===== config.mk =====
export PLATFORM = sky130hd
export DESIGN_NAME = serial_add_ctrl_flat
export DESIGN_NICKNAME = d
export VERILOG_FILES = /design/src/rtl/serial_add_ctrl_pkg.sv /design/src/rtl/serial_add_ctrl_if.sv /design/src/rtl/serial_add_ctrl_bit_counter.sv /design/src/rtl/serial_add_ctrl.sv /design/src/flat_wrapper.sv
export SDC_FILE = /design/constraint.sdc
export NUM_CORES = 1
export LEC_CHECK = 0
export CAP_MARGIN = 20
export CORE_UTILIZATION = 43
export CTS_BUF_LIST = sky130_fd_sc_hd__clkbuf_4
export DETAILED_ROUTE_END_ITERATION = 8
export HOLD_SLACK_MARGIN = 0.05
export PLACE_DENSITY = 0.74
export SLEW_MARGIN = 15
export SYNTH_ARGS = -nofsm -noshare
export SYNTH_HDL_FRONTEND = slang
export SYNTH_SLANG_ARGS = --single-unit

===== constraint.sdc =====
create_clock -name clk -period 1.37 [get_ports clk]
set_input_delay 0.274 -clock clk [delete_from_list [all_inputs] [get_ports clk]]
set_output_delay 0.274 -clock clk [all_outputs]
set_load 0.05 [all_outputs]

===== src/rtl/serial_add_ctrl_pkg.sv =====
// Shared definitions for the serial adder sequencer: default sizes and the
// FSM state encoding used by the controller and exposed for debug.
package serial_add_ctrl_pkg;

    localparam int WIDTH_DEF = 4;   // operand/sum width = datapath register width
    localparam int CNT_W_DEF = 3;   // bit-counter width, 2**CNT_W must exceed WIDTH

    typedef enum logic [2:0] {
        IDLE = 3'd0,
        CLR  = 3'd1,
        LD_A = 3'd2,
        LD_B = 3'd3,
        RUN  = 3'd4,
        CAPT = 3'd5,
        RESP = 3'd6
    } state_t;

endpackage


===== src/rtl/serial_add_ctrl_if.sv =====
// Request/response bus of the serial adder sequencer.
// Handshake: a transfer happens on a rising clk edge where valid && ready are
// both high; the sender keeps valid and its payload stable until that edge.
interface serial_add_ctrl_if #(
    parameter int WIDTH = 4
) ();
    logic             req_valid;
    logic             req_ready;
    logic [WIDTH-1:0] req_a;
    logic [WIDTH-1:0] req_b;
    logic             rsp_valid;
    logic             rsp_ready;
    logic [WIDTH-1:0] rsp_sum;
    logic             rsp_cout;

    // Requester side: issues operands, consumes results
    modport master (
        output req_valid, req_a, req_b, rsp_ready,
        input  req_ready, rsp_valid, rsp_sum, rsp_cout
    );

    // Sequencer side
    modport slave (
        input  req_valid, req_a, req_b, rsp_ready,
        output req_ready, rsp_valid, rsp_sum, rsp_cout
    );
endinterface


===== src/rtl/serial_add_ctrl_bit_counter.sv =====
// Counts the add cycles of one serial addition; term flags the last bit.
module serial_add_ctrl_bit_counter
    import serial_add_ctrl_pkg::*;
#(
    parameter int CNT_W = CNT_W_DEF,
    parameter int WIDTH = WIDTH_DEF
) (
    input  logic clk,
    input  logic reset,
    input  logic clr,
    input  logic en,
    output logic term
);
    logic [CNT_W-1:0] count;

    // Clear has priority over enable so the count restarts at 0 for every op
    always_ff @(posedge clk or posedge reset) begin
        if (reset) begin
            count <= '0;
        end else if (clr) begin
            count <= '0;
        end else if (en) begin
            count <= count + 1'b1;
        end
    end

    assign term = (count == CNT_W'(WIDTH - 1));

endmodule


===== src/rtl/serial_add_ctrl.sv =====
// Sequencer for the shift-register serial adder: accepts one operand pair,
// walks the datapath through clear, load A, load B and WIDTH add cycles,
// captures sum/carry and returns them on the response channel.
module serial_add_ctrl
    import serial_add_ctrl_pkg::*;
#(
    parameter int WIDTH = WIDTH_DEF,
    parameter int CNT_W = CNT_W_DEF
) (
    input  logic             clk,
    input  logic             reset,
    serial_add_ctrl_if.slave bus,
    output logic [WIDTH-1:0] dp_in,
    output logic             dp_load1,
    output logic             dp_load2,
    output logic             dp_clr,
    output logic             dp_start,
    input  logic [WIDTH-1:0] dp_sum,
    input  logic             dp_cout,
    output logic             busy,
    output state_t           state_dbg
);
    state_t           state;
    logic [WIDTH-1:0] op_a;
    logic [WIDTH-1:0] op_b;
    logic [WIDTH-1:0] rsp_sum_q;
    logic             rsp_cout_q;
    logic             rsp_valid_q;
    logic             cnt_en;
    logic             cnt_clr;
    logic             cnt_term;

    // Counter runs only in RUN and is held at 0 everywhere else
    assign cnt_en  = (state == RUN);
    assign cnt_clr = (state != RUN) || cnt_term;

    serial_add_ctrl_bit_counter #(
        .CNT_W (CNT_W),
        .WIDTH (WIDTH)
    ) u_bit_cnt (
        .clk   (clk),
        .reset (reset),
        .clr   (cnt_clr),
        .en    (cnt_en),
        .term  (cnt_term)
    );

    // Sequencer FSM; every datapath strobe is registered so it is high for
    // exactly the cycle its state occupies
    always_ff @(posedge clk or posedge reset) begin
        if (reset) begin
            state       <= IDLE;
            op_a        <= '0;
            op_b        <= '0;
            rsp_sum_q   <= '0;
            rsp_cout_q  <= 1'b0;
            rsp_valid_q <= 1'b0;
            dp_in       <= '0;
            dp_load1    <= 1'b0;
            dp_load2    <= 1'b0;
            dp_clr      <= 1'b0;
            dp_start    <= 1'b0;
        end else begin
            dp_in    <= '0;
            dp_load1 <= 1'b0;
            dp_load2 <= 1'b0;
            dp_clr   <= 1'b0;
            case (state)
                IDLE: begin
                    if (bus.req_valid) begin
                        op_a   <= bus.req_a;
                        op_b   <= bus.req_b;
                        dp_clr <= 1'b1;
                        state  <= CLR;
                    end
                end
                CLR: begin
                    dp_in    <= op_a;
                    dp_load1 <= 1'b1;
                    state    <= LD_A;
                end
                LD_A: begin
                    dp_in    <= op_b;
                    dp_load2 <= 1'b1;
                    state    <= LD_B;
                end
                LD_B: begin
                    dp_start <= 1'b1;
                    state    <= RUN;
                end
                RUN: begin
                    if (cnt_term) begin
                        dp_start <= 1'b0;
                        state    <= CAPT;
                    end
                end
                CAPT: begin
                    rsp_sum_q   <= dp_sum;
                    rsp_cout_q  <= dp_cout;
                    rsp_valid_q <= 1'b1;
                    state       <= RESP;
                end
                RESP: begin
                    if (bus.rsp_ready) begin
                        rsp_valid_q <= 1'b0;
                        state       <= IDLE;
                    end
                end
                default: begin
                    dp_start    <= 1'b0;
                    rsp_valid_q <= 1'b0;
                    state       <= IDLE;
                end
            endcase
        end
    end

    // Ready only in IDLE and never while reset is asserted
    assign bus.req_ready = (state == IDLE) && !reset;
    assign bus.rsp_valid = rsp_valid_q;
    assign bus.rsp_sum   = rsp_sum_q;
    assign bus.rsp_cout  = rsp_cout_q;
    assign busy          = (state != IDLE);
    assign state_dbg     = state;

endmodule


===== src/flat_wrapper.sv =====
// flat-port wrapper written by rule: the top's interface ports become plain ports
module serial_add_ctrl_flat import serial_add_ctrl_pkg::*;
#(
    parameter int WIDTH = WIDTH_DEF,
    parameter int CNT_W = CNT_W_DEF
)
  (clk, reset, dp_in, dp_load1, dp_load2, dp_clr, dp_start, dp_sum, dp_cout, busy, state_dbg, bus_req_valid, bus_req_a, bus_req_b, bus_rsp_ready, bus_req_ready, bus_rsp_valid, bus_rsp_sum, bus_rsp_cout);
  serial_add_ctrl_if #(.WIDTH(WIDTH)) bus_i ();
  input  logic clk;
  input  logic reset;
  output logic [WIDTH-1:0] dp_in;
  output logic dp_load1;
  output logic dp_load2;
  output logic dp_clr;
  output logic dp_start;
  input  logic [WIDTH-1:0] dp_sum;
  input  logic dp_cout;
  output logic busy;
  output state_t state_dbg;
  input wire logic [$bits(bus_i.req_valid)-1:0] bus_req_valid;
  input wire logic [$bits(bus_i.req_a)-1:0] bus_req_a;
  input wire logic [$bits(bus_i.req_b)-1:0] bus_req_b;
  input wire logic [$bits(bus_i.rsp_ready)-1:0] bus_rsp_ready;
  output wire logic [$bits(bus_i.req_ready)-1:0] bus_req_ready;
  output wire logic [$bits(bus_i.rsp_valid)-1:0] bus_rsp_valid;
  output wire logic [$bits(bus_i.rsp_sum)-1:0] bus_rsp_sum;
  output wire logic [$bits(bus_i.rsp_cout)-1:0] bus_rsp_cout;
  assign bus_i.req_valid = bus_req_valid;
  assign bus_i.req_a = bus_req_a;
  assign bus_i.req_b = bus_req_b;
  assign bus_i.rsp_ready = bus_rsp_ready;
  assign bus_req_ready = bus_i.req_ready;
  assign bus_rsp_valid = bus_i.rsp_valid;
  assign bus_rsp_sum = bus_i.rsp_sum;
  assign bus_rsp_cout = bus_i.rsp_cout;
  serial_add_ctrl #(.WIDTH(WIDTH), .CNT_W(CNT_W)) u_core (.clk(clk), .reset(reset), .bus(bus_i), .dp_in(dp_in), .dp_load1(dp_load1), .dp_load2(dp_load2), .dp_clr(dp_clr), .dp_start(dp_start), .dp_sum(dp_sum), .dp_cout(dp_cout), .busy(busy), .state_dbg(state_dbg));
endmodule

==> results of run 1 <==
[what timing repair did]
action | in CTS | in global routing
gates cloned | 1 | 0
endpoints found under the setup margin | 21 | 24
pin swaps | 4 | 4
setup buffers | 8 | 3
resized for setup | 14 | 8
hold endpoints to repair | 0 | 0
[sequential cells by signal (all words and copies together), names as in the netlist, 3 cells and up]
register,count
u_core.dp_in,4
u_core.state_dbg,3
u_core.op_a,4
u_core.bus.rsp_sum,4
u_core.u_bit_cnt.count,3
u_core.op_b,4
[path summary, 6_finish.rpt]
check                                           startpoint                         endpoint  slack [ns]  cells past startpoint
hold reg to reg                 u_core.op_b[2]$_DFFE_PP0P_       u_core.op_b[2]$_DFFE_PP0P_        0.54                      1
setup / recovery           u_core.state_dbg[1]$_DFFE_PP0P_                    bus_req_ready       -0.33                      3
setup reg to reg           u_core.state_dbg[1]$_DFFE_PP0P_       u_core.op_b[3]$_DFFE_PP0P_       -0.30                      5
min in group clk                              bus_req_a[1]       u_core.op_a[1]$_DFFE_PP0P_        0.54                      2
max in group asynchronous                            reset  u_core.state_dbg[0]$_DFFE_PP0P_        0.84                      3
hold / removal                                       reset  u_core.state_dbg[1]$_DFFE_PP0P_        0.35                      3
[final cells by class]
| class | count | area, um^2 |
|---|---|---|
| Clock buffer | 3 | 22.5 |
| Clock inverter | 1 | 30.0 |
| Fill cell | 146 | 502 |
| Inverter | 3 | 11.3 |
| Multi-Input combinational cell | 52 | 492 |
| Sequential cell | 28 | 704 |
| Tap cell | 30 | 37.5 |
| Timing Repair Buffer | 52 | 723 |
[cell usage in the layout, fill, tap and decap left out, types with 2 or more instances in the layout]
master,instances
sky130_fd_sc_hd__clkbuf_4,3
sky130_fd_sc_hd__buf_6,4
sky130_fd_sc_hd__dfrtp_1,25
sky130_fd_sc_hd__nand3b_1,10
sky130_fd_sc_hd__buf_12,19
sky130_fd_sc_hd__nand2b_1,2
sky130_fd_sc_hd__mux2_2,5
sky130_fd_sc_hd__buf_8,3
sky130_fd_sc_hd__a21oi_1,6
sky130_fd_sc_hd__buf_4,9
sky130_fd_sc_hd__nor2_4,2
sky130_fd_sc_hd__mux2_4,8
sky130_fd_sc_hd__a31oi_1,2
sky130_fd_sc_hd__inv_1,3
sky130_fd_sc_hd__nor2_1,3
sky130_fd_sc_hd__dfrtp_2,3
sky130_fd_sc_hd__clkdlybuf4s50_1,16
[power by group]
group / total (mW) / internal [mW] / switching (mW)
Combinational: 3.54 / 1.84 / 1.70
Sequential: 1.52 / 1.20 / 0.320
Clock: 0.537 / 0.296 / 0.241
Total: 5.60 / 3.34 / 2.26
[kinds of logic after synthesis]
group | after synthesis | synth area share [%]
AO/OA/AOI/OAI | 13 | 6.68
adder cells (fa/ha/maj) | 2 | 2.15
buffers and inverters | 9 | 3.77
flip-flops | 28 | 60.3
multiplexers | 13 | 12.6
AND/OR/NAND/NOR | 24 | 14.4
[metal layers]
| layer | routed length, um | share of wire [%] |
|---|---|---|
| met5 | 0 | 0 |
| met4 | 13 | 0.45 |
| met3 | 149 | 5.1 |
| met2 | 1430 | 49 |
| met1 | 1310 | 45 |
[critical path, stage by stage (launching register included)]
cell and delay [ns]:
sky130_fd_sc_hd__dfrtp_2 0.43, sky130_fd_sc_hd__or3_4 0.41, sky130_fd_sc_hd__nor2_4 0.11, sky130_fd_sc_hd__buf_12 0.14
[metrics by stage]
stage	setup TNS, ns	util, %	setup slack, ns	hold slack [ns]	power (mW)
5_1_grt	-5.68	80.1	-0.396	0.348	5.84
3_3_place_gp	-2.05	72.2	-0.260	0.420	4.56
3_5_place_dp	-2.44	72.2	-0.288	0.431	4.65
2_1_floorplan	-3.24	-	-0.403	0.339	3.20
4_1_cts	-3.94	80.2	-0.337	0.358	5.53
6_report	-4.63	80.1	-0.330	0.347	5.60
==> impl_metrics.csv, run 1 <==
group,metric,value,unit
run_status,outcome,"finished with violations",
run_status,failed_checks,"setup timing",
sta,post-route-period-util,124,%
logic_synthesis,postSynth.asyncResetShare,100,%
layout,layout_cells_sized_above_1,47.5,%
layout,antenna-diode-count,0,
logic_synthesis,most_used_standard_cells_in_the_synthesized_netlist,"sky130_fd_sc_hd__dfrtp_1 (28), sky130_fd_sc_hd__mux2_2 (13), sky130_fd_sc_hd__nand3b_1 (10)",
placed_design,place.gp.congestion,0.684,
grt,grt_pass1_vias,951,
logic_synthesis,yosysTopAreaCell,"sky130_fd_sc_hd__dfrtp_1",
clocking,htreeDepth,1,
layout,area_growth,74.0,%
floorplanning,initial_core_util,46.0,%
floorplanning,die_x,54.0,um
sta,max_freq,588,MHz
clocking,clkTransAtPathRegs,0.16,ns
clocking,cts_max_path_buffers,2,
floorplanning,floorplan.core_area,0.00252,mm^2
critical_path,critical_path.max_fanout,2,
sta,report.final.setup_viol,23,
route,avgRoutedWirePerCell,17.2,um
layout,design_area,0.00202,mm^2
sta,final_hold_viol_count,0,
critical_path,worst_ep_required_time,1.10,ns
logic_synthesis,synth_sequential_area_ratio,60.3,%
sta,final.setup_skew,0.0168,ns
logic_synthesis,synthMostInstantiatedCell,"sky130_fd_sc_hd__dfrtp_1",
logic_synthesis,ys.warnings.count,0,
route,drc_errors,0,
grt,global_route.overflow_total,0,
logic_synthesis,synthFlopType,"sky130_fd_sc_hd__dfrtp_1",
grt,use_met3,3.95,%
logic_synthesis,synth_seq_cells,28,
layout,final-instance-count-excl-fill,169,
route,route.antenna.remaining_nets,0,
sta,tightestPinTransition,0.327,ns
placed_design,port_buffers,35,
floorplanning,die_y,54.0,um
critical_path,cp-end-kind,"output pin",
floorplanning,floorplan.rows,18,
floorplanning,design.die.area,0.00291,mm^2
logic_synthesis,synthDominantCellAreaShare,60.3,%
critical_path,critPathLaunchType,"register",
clocking,clock_sinks,28,
clocking,ctsRootBufferMaster,"sky130_fd_sc_hd__clkbuf_4",
flow_run,max_cap_violations,0,
sta,post-route-worst-setup-slack,-0.330,ns
sta,fin_crit,1.70,ns
logic_synthesis,synth-edff-count,0,
route,routed_wl,2910,um
logic_synthesis,yosys-top-cells-area,"sky130_fd_sc_hd__dfrtp_1 (60%), sky130_fd_sc_hd__mux2_2 (13%), sky130_fd_sc_hd__nand3b_1 (6.5%), sky130_fd_sc_hd__a21oi_1 (3.0%), sky130_fd_sc_hd__ha_1 (2.2%)",
clocking,worstSkewPairLatency,0.33,ns
route,drt-vias-per-instance,5.30,
grt,grt_use_met1,28.1,%
logic_synthesis,syn_inst,89,
sta,grt_setup_unrepaired,"yes",
grt,grt_busiest_layer,"met2",
clocking,cts_hold_buf,0,
route,total_vias_in_the_final_route,895,
placed_design,hpwl,1710,um
logic_synthesis,postSynthAreaPerCell,13.0,um^2
sta,slew_headroom,78.1,%
grt,grt_max_degree,29,
hold_path,hold_path_class,"input pin to async pin",
logic_synthesis,synthesis.area,0.00116,mm^2
power_and_ir_drop,irDropWorstVdd,2090,uV
clocking,tritoncts.num_buffers,3,
layout,number_of_nets_in_the_finished_design,159,
power_and_ir_drop,pwr_density_cell,2770,mW/mm^2
power_and_ir_drop,power_leakage,0.888,nW
placed_design,placed_cells,156,
grt,grt.met2_usage,39.5,%
grt,antenna_found_initial,0,
sta,timing.final.max_slew_violations,0,
grt,grt_first_pass_wirelength,4510,um
logic_synthesis,syn_nets,108,
route,violation_count_after_the_first_detailed_route_iteration,9,
placed_design,dpl_cell_area,0.00182,mm^2
logic_synthesis,number_of_library_cell_types_mapped_by_synthesis,22,
floorplanning,io_pins,36,
critical_path,worst-setup-path-type,"register to output pin",
route,drt_first_pass_iters,5,
critical_path,worstPathArrival,1.43,ns
grt,gr-usage-all-layers,22.4,%
clocking,cts_tree,"yes",
Note: power is estimated with default switching activity, not from simulation.
==> inputs of run 2 (changes only) <==
- SKIP_LAST_GASP: default -> 1
==> run 2 against run 1 <==
The run still ends with setup timing left. Clock skew decreased by 0.0028 ns. Via count decreased by 0.11%. Final cell count increased by 2.4%. Fmax decreased by 0.66%. Critical path depth unchanged. Flip-flop and latch count unchanged. Wire length increased by 6.6%. Global-route usage unchanged. First-iteration DRC count decreased by 11%. Worst hold slack about the same. Sequential power about the same. Critical path type unchanged. Highest routed layer unchanged.
==> impl_metrics.csv, run 2 (synthesis gave the netlist of run 1 again) <==
group,metric,value,unit
run_status,outcome,"finished with violations",
run_status,failed_checks,"setup timing",
sta,fin_crit,1.71,ns
sta,post-route-period-util,125,%
placed_design,placed_cells,156,
power_and_ir_drop,tot_pwr,5.71,mW
layout,design_area,0.00206,mm^2
floorplanning,io_pins,36,
sta,report.final.setup_viol,23,
grt,gr-usage-all-layers,22.4,%
critical_path,worstPathArrival,1.44,ns
sta,max_freq,584,MHz
clocking,worstSkewPairLatency,0.33,ns
power_and_ir_drop,pwr_density_cell,2780,mW/mm^2
clocking,tritoncts.num_buffers,3,
clocking,htreeDepth,1,
power_and_ir_drop,irDropWorstVdd,2090,uV
layout,layout_cells_sized_above_1,49.0,%
floorplanning,initial_core_util,46.0,%
critical_path,critical_path.max_fanout,2,
grt,grt_max_degree,29,
route,route.antenna.remaining_nets,0,
critical_path,worst_ep_required_time,1.10,ns
power_and_ir_drop,p_sw,2.31,mW
power_and_ir_drop,power_leakage,0.910,nW
sta,slew_headroom,78.7,%
grt,grt_pass1_vias,951,
power_and_ir_drop,switching_part_of_the_total_power,40.4,%
floorplanning,die_x,54.0,um
layout,number_of_nets_in_the_finished_design,163,
placed_design,hpwl,1710,um
clocking,cts_max_path_buffers,2,
critical_path,worst-setup-path-type,"register to output pin",
layout,area_growth,77.0,%
sta,timing.final.max_slew_violations,0,
power_and_ir_drop,cellInternalPower,3.41,mW
grt,antenna_found_initial,0,
floorplanning,floorplan.rows,18,
floorplanning,design.die.area,0.00291,mm^2
sta,final_hold_viol_count,0,
route,drt_first_pass_iters,4,
power_and_ir_drop,combPwrFrac,64.0,%
floorplanning,floorplan.core_area,0.00252,mm^2
placed_design,port_buffers,35,
clocking,clock_sinks,28,
route,drc_errors,0,
floorplanning,die_y,54.0,um
flow_run,max_cap_violations,0,
placed_design,dpl_cell_area,0.00182,mm^2
layout,final-instance-count-excl-fill,173,
clocking,cts_hold_buf,0,
route,violation_count_after_the_first_detailed_route_iteration,8,
route,total_vias_in_the_final_route,894,
layout,layout.cells.most_common,"sky130_fd_sc_hd__dfrtp_1",
clocking,cts_tree,"yes",
sta,post-route-worst-setup-slack,-0.341,ns
clocking,ctsRootBufferMaster,"sky130_fd_sc_hd__clkbuf_4",
grt,grt_first_pass_wirelength,4510,um
critical_path,cp-end-kind,"output pin",
layout,antenna-diode-count,0,
route,routed_wl,3100,um
sta,finalSetupTns,-4.72,ns
clocking,clkTransAtPathRegs,0.16,ns
hold_path,hold_path_class,"input pin to async pin",
sta,tightestPinTransition,0.319,ns
route,drt-vias-per-instance,5.17,
sta,grt_setup_unrepaired,"yes",
placed_design,place.gp.congestion,0.684,
grt,global_route.overflow_total,0,
sta,final.setup_skew,0.0140,ns
route,avgRoutedWirePerCell,17.9,um
layout,mostFrequentLayoutCells,"sky130_fd_sc_hd__dfrtp_1 (25), sky130_fd_sc_hd__buf_12 (19), sky130_fd_sc_hd__clkdlybuf4s50_1 (16), sky130_fd_sc_hd__buf_4 (11), sky130_fd_sc_hd__nand3b_1 (10)",
power_and_ir_drop,p_clk_share,9.5,%
power_and_ir_drop,power_frac_seq,26.5,%
critical_path,critPathLaunchType,"register",
[run 2: changes by cell type in the layout (fill, tap and decap cells not counted)]
cell                       change
sky130_fd_sc_hd__buf_8         +1
sky130_fd_sc_hd__buf_4         +2
sky130_fd_sc_hd__clkbuf_2      +1
[run 2: power groups by stage]
| stage | combinational (mW) | clock [mW] | sequential [mW] |
|---|---|---|---|
| after floorplan | 1.02 | 0 | 2.18 |
| after global placement | 3.03 | 0 | 1.53 |
| after detailed placement | 3.10 | 0 | 1.55 |
| after global routing | 3.81 | 0.595 | 1.55 |
| after CTS | 3.47 | 0.542 | 1.50 |
| final | 3.66 | 0.543 | 1.51 |
[run 2: critical path: stages (launching register included)]
cell and delay [ns]:
sky130_fd_sc_hd__dfrtp_2 0.44, sky130_fd_sc_hd__or3_4 0.41, sky130_fd_sc_hd__nor2_4 0.11, sky130_fd_sc_hd__buf_12 0.14
[run 2: worst paths after layout]
check	from	to	slack [ns]	depth (start not counted)
setup / recovery	u_core.state_dbg[1]$_DFFE_PP0P_	bus_req_ready	-0.34	3
hold / removal	reset	u_core.state_dbg[1]$_DFFE_PP0P_	0.35	3
setup reg to reg	u_core.state_dbg[1]$_DFFE_PP0P_	u_core.op_b[3]$_DFFE_PP0P_	-0.29	5
hold reg to reg	u_core.op_b[1]$_DFFE_PP0P_	u_core.op_b[1]$_DFFE_PP0P_	0.55	1
max in group asynchronous	reset	u_core.state_dbg[0]$_DFFE_PP0P_	0.85	3
min in group clk	bus_req_a[1]	u_core.op_a[1]$_DFFE_PP0P_	0.54	2
[run 2: layout make-up]
type	count	area [um^2]
repair buffers	56	758
flip-flops and latches	28	704
multi-input cells	52	492
fillers	139	467
well taps	30	37.5
clock inverters	1	30.0
clock buffers	3	22.5
inverters	3	11.3
[run 2: layer usage]
metal,global-route usage [%],up-vias,part of all wire [%]
met5,0,-,0
met4,5.70,0,0.42
met3,3.95,2,4.7
met2,39.5,32,51
met1,28.1,445,44
li1,-,415,-
[run 2: stage by stage]
stage	worst slack, ns	util (%)	hold WS, ns
6_report	-0.341	81.5	0.347
5_1_grt	-0.402	81.5	0.348
4_1_cts	-0.337	80.0	0.358
3_5_place_dp	-0.288	72.2	0.431
3_3_place_gp	-0.260	72.2	0.420
2_1_floorplan	-0.403	-	0.339
[run 2: timing repair]
item                                    in CTS  in global routing
buffers inserted                             8                  7
cloned                                       1                  0
resized for setup                           13                 11
endpoints found under the hold margin        0                  0
endpoints found under the setup margin      21                 24
pin swaps                                    4                  4
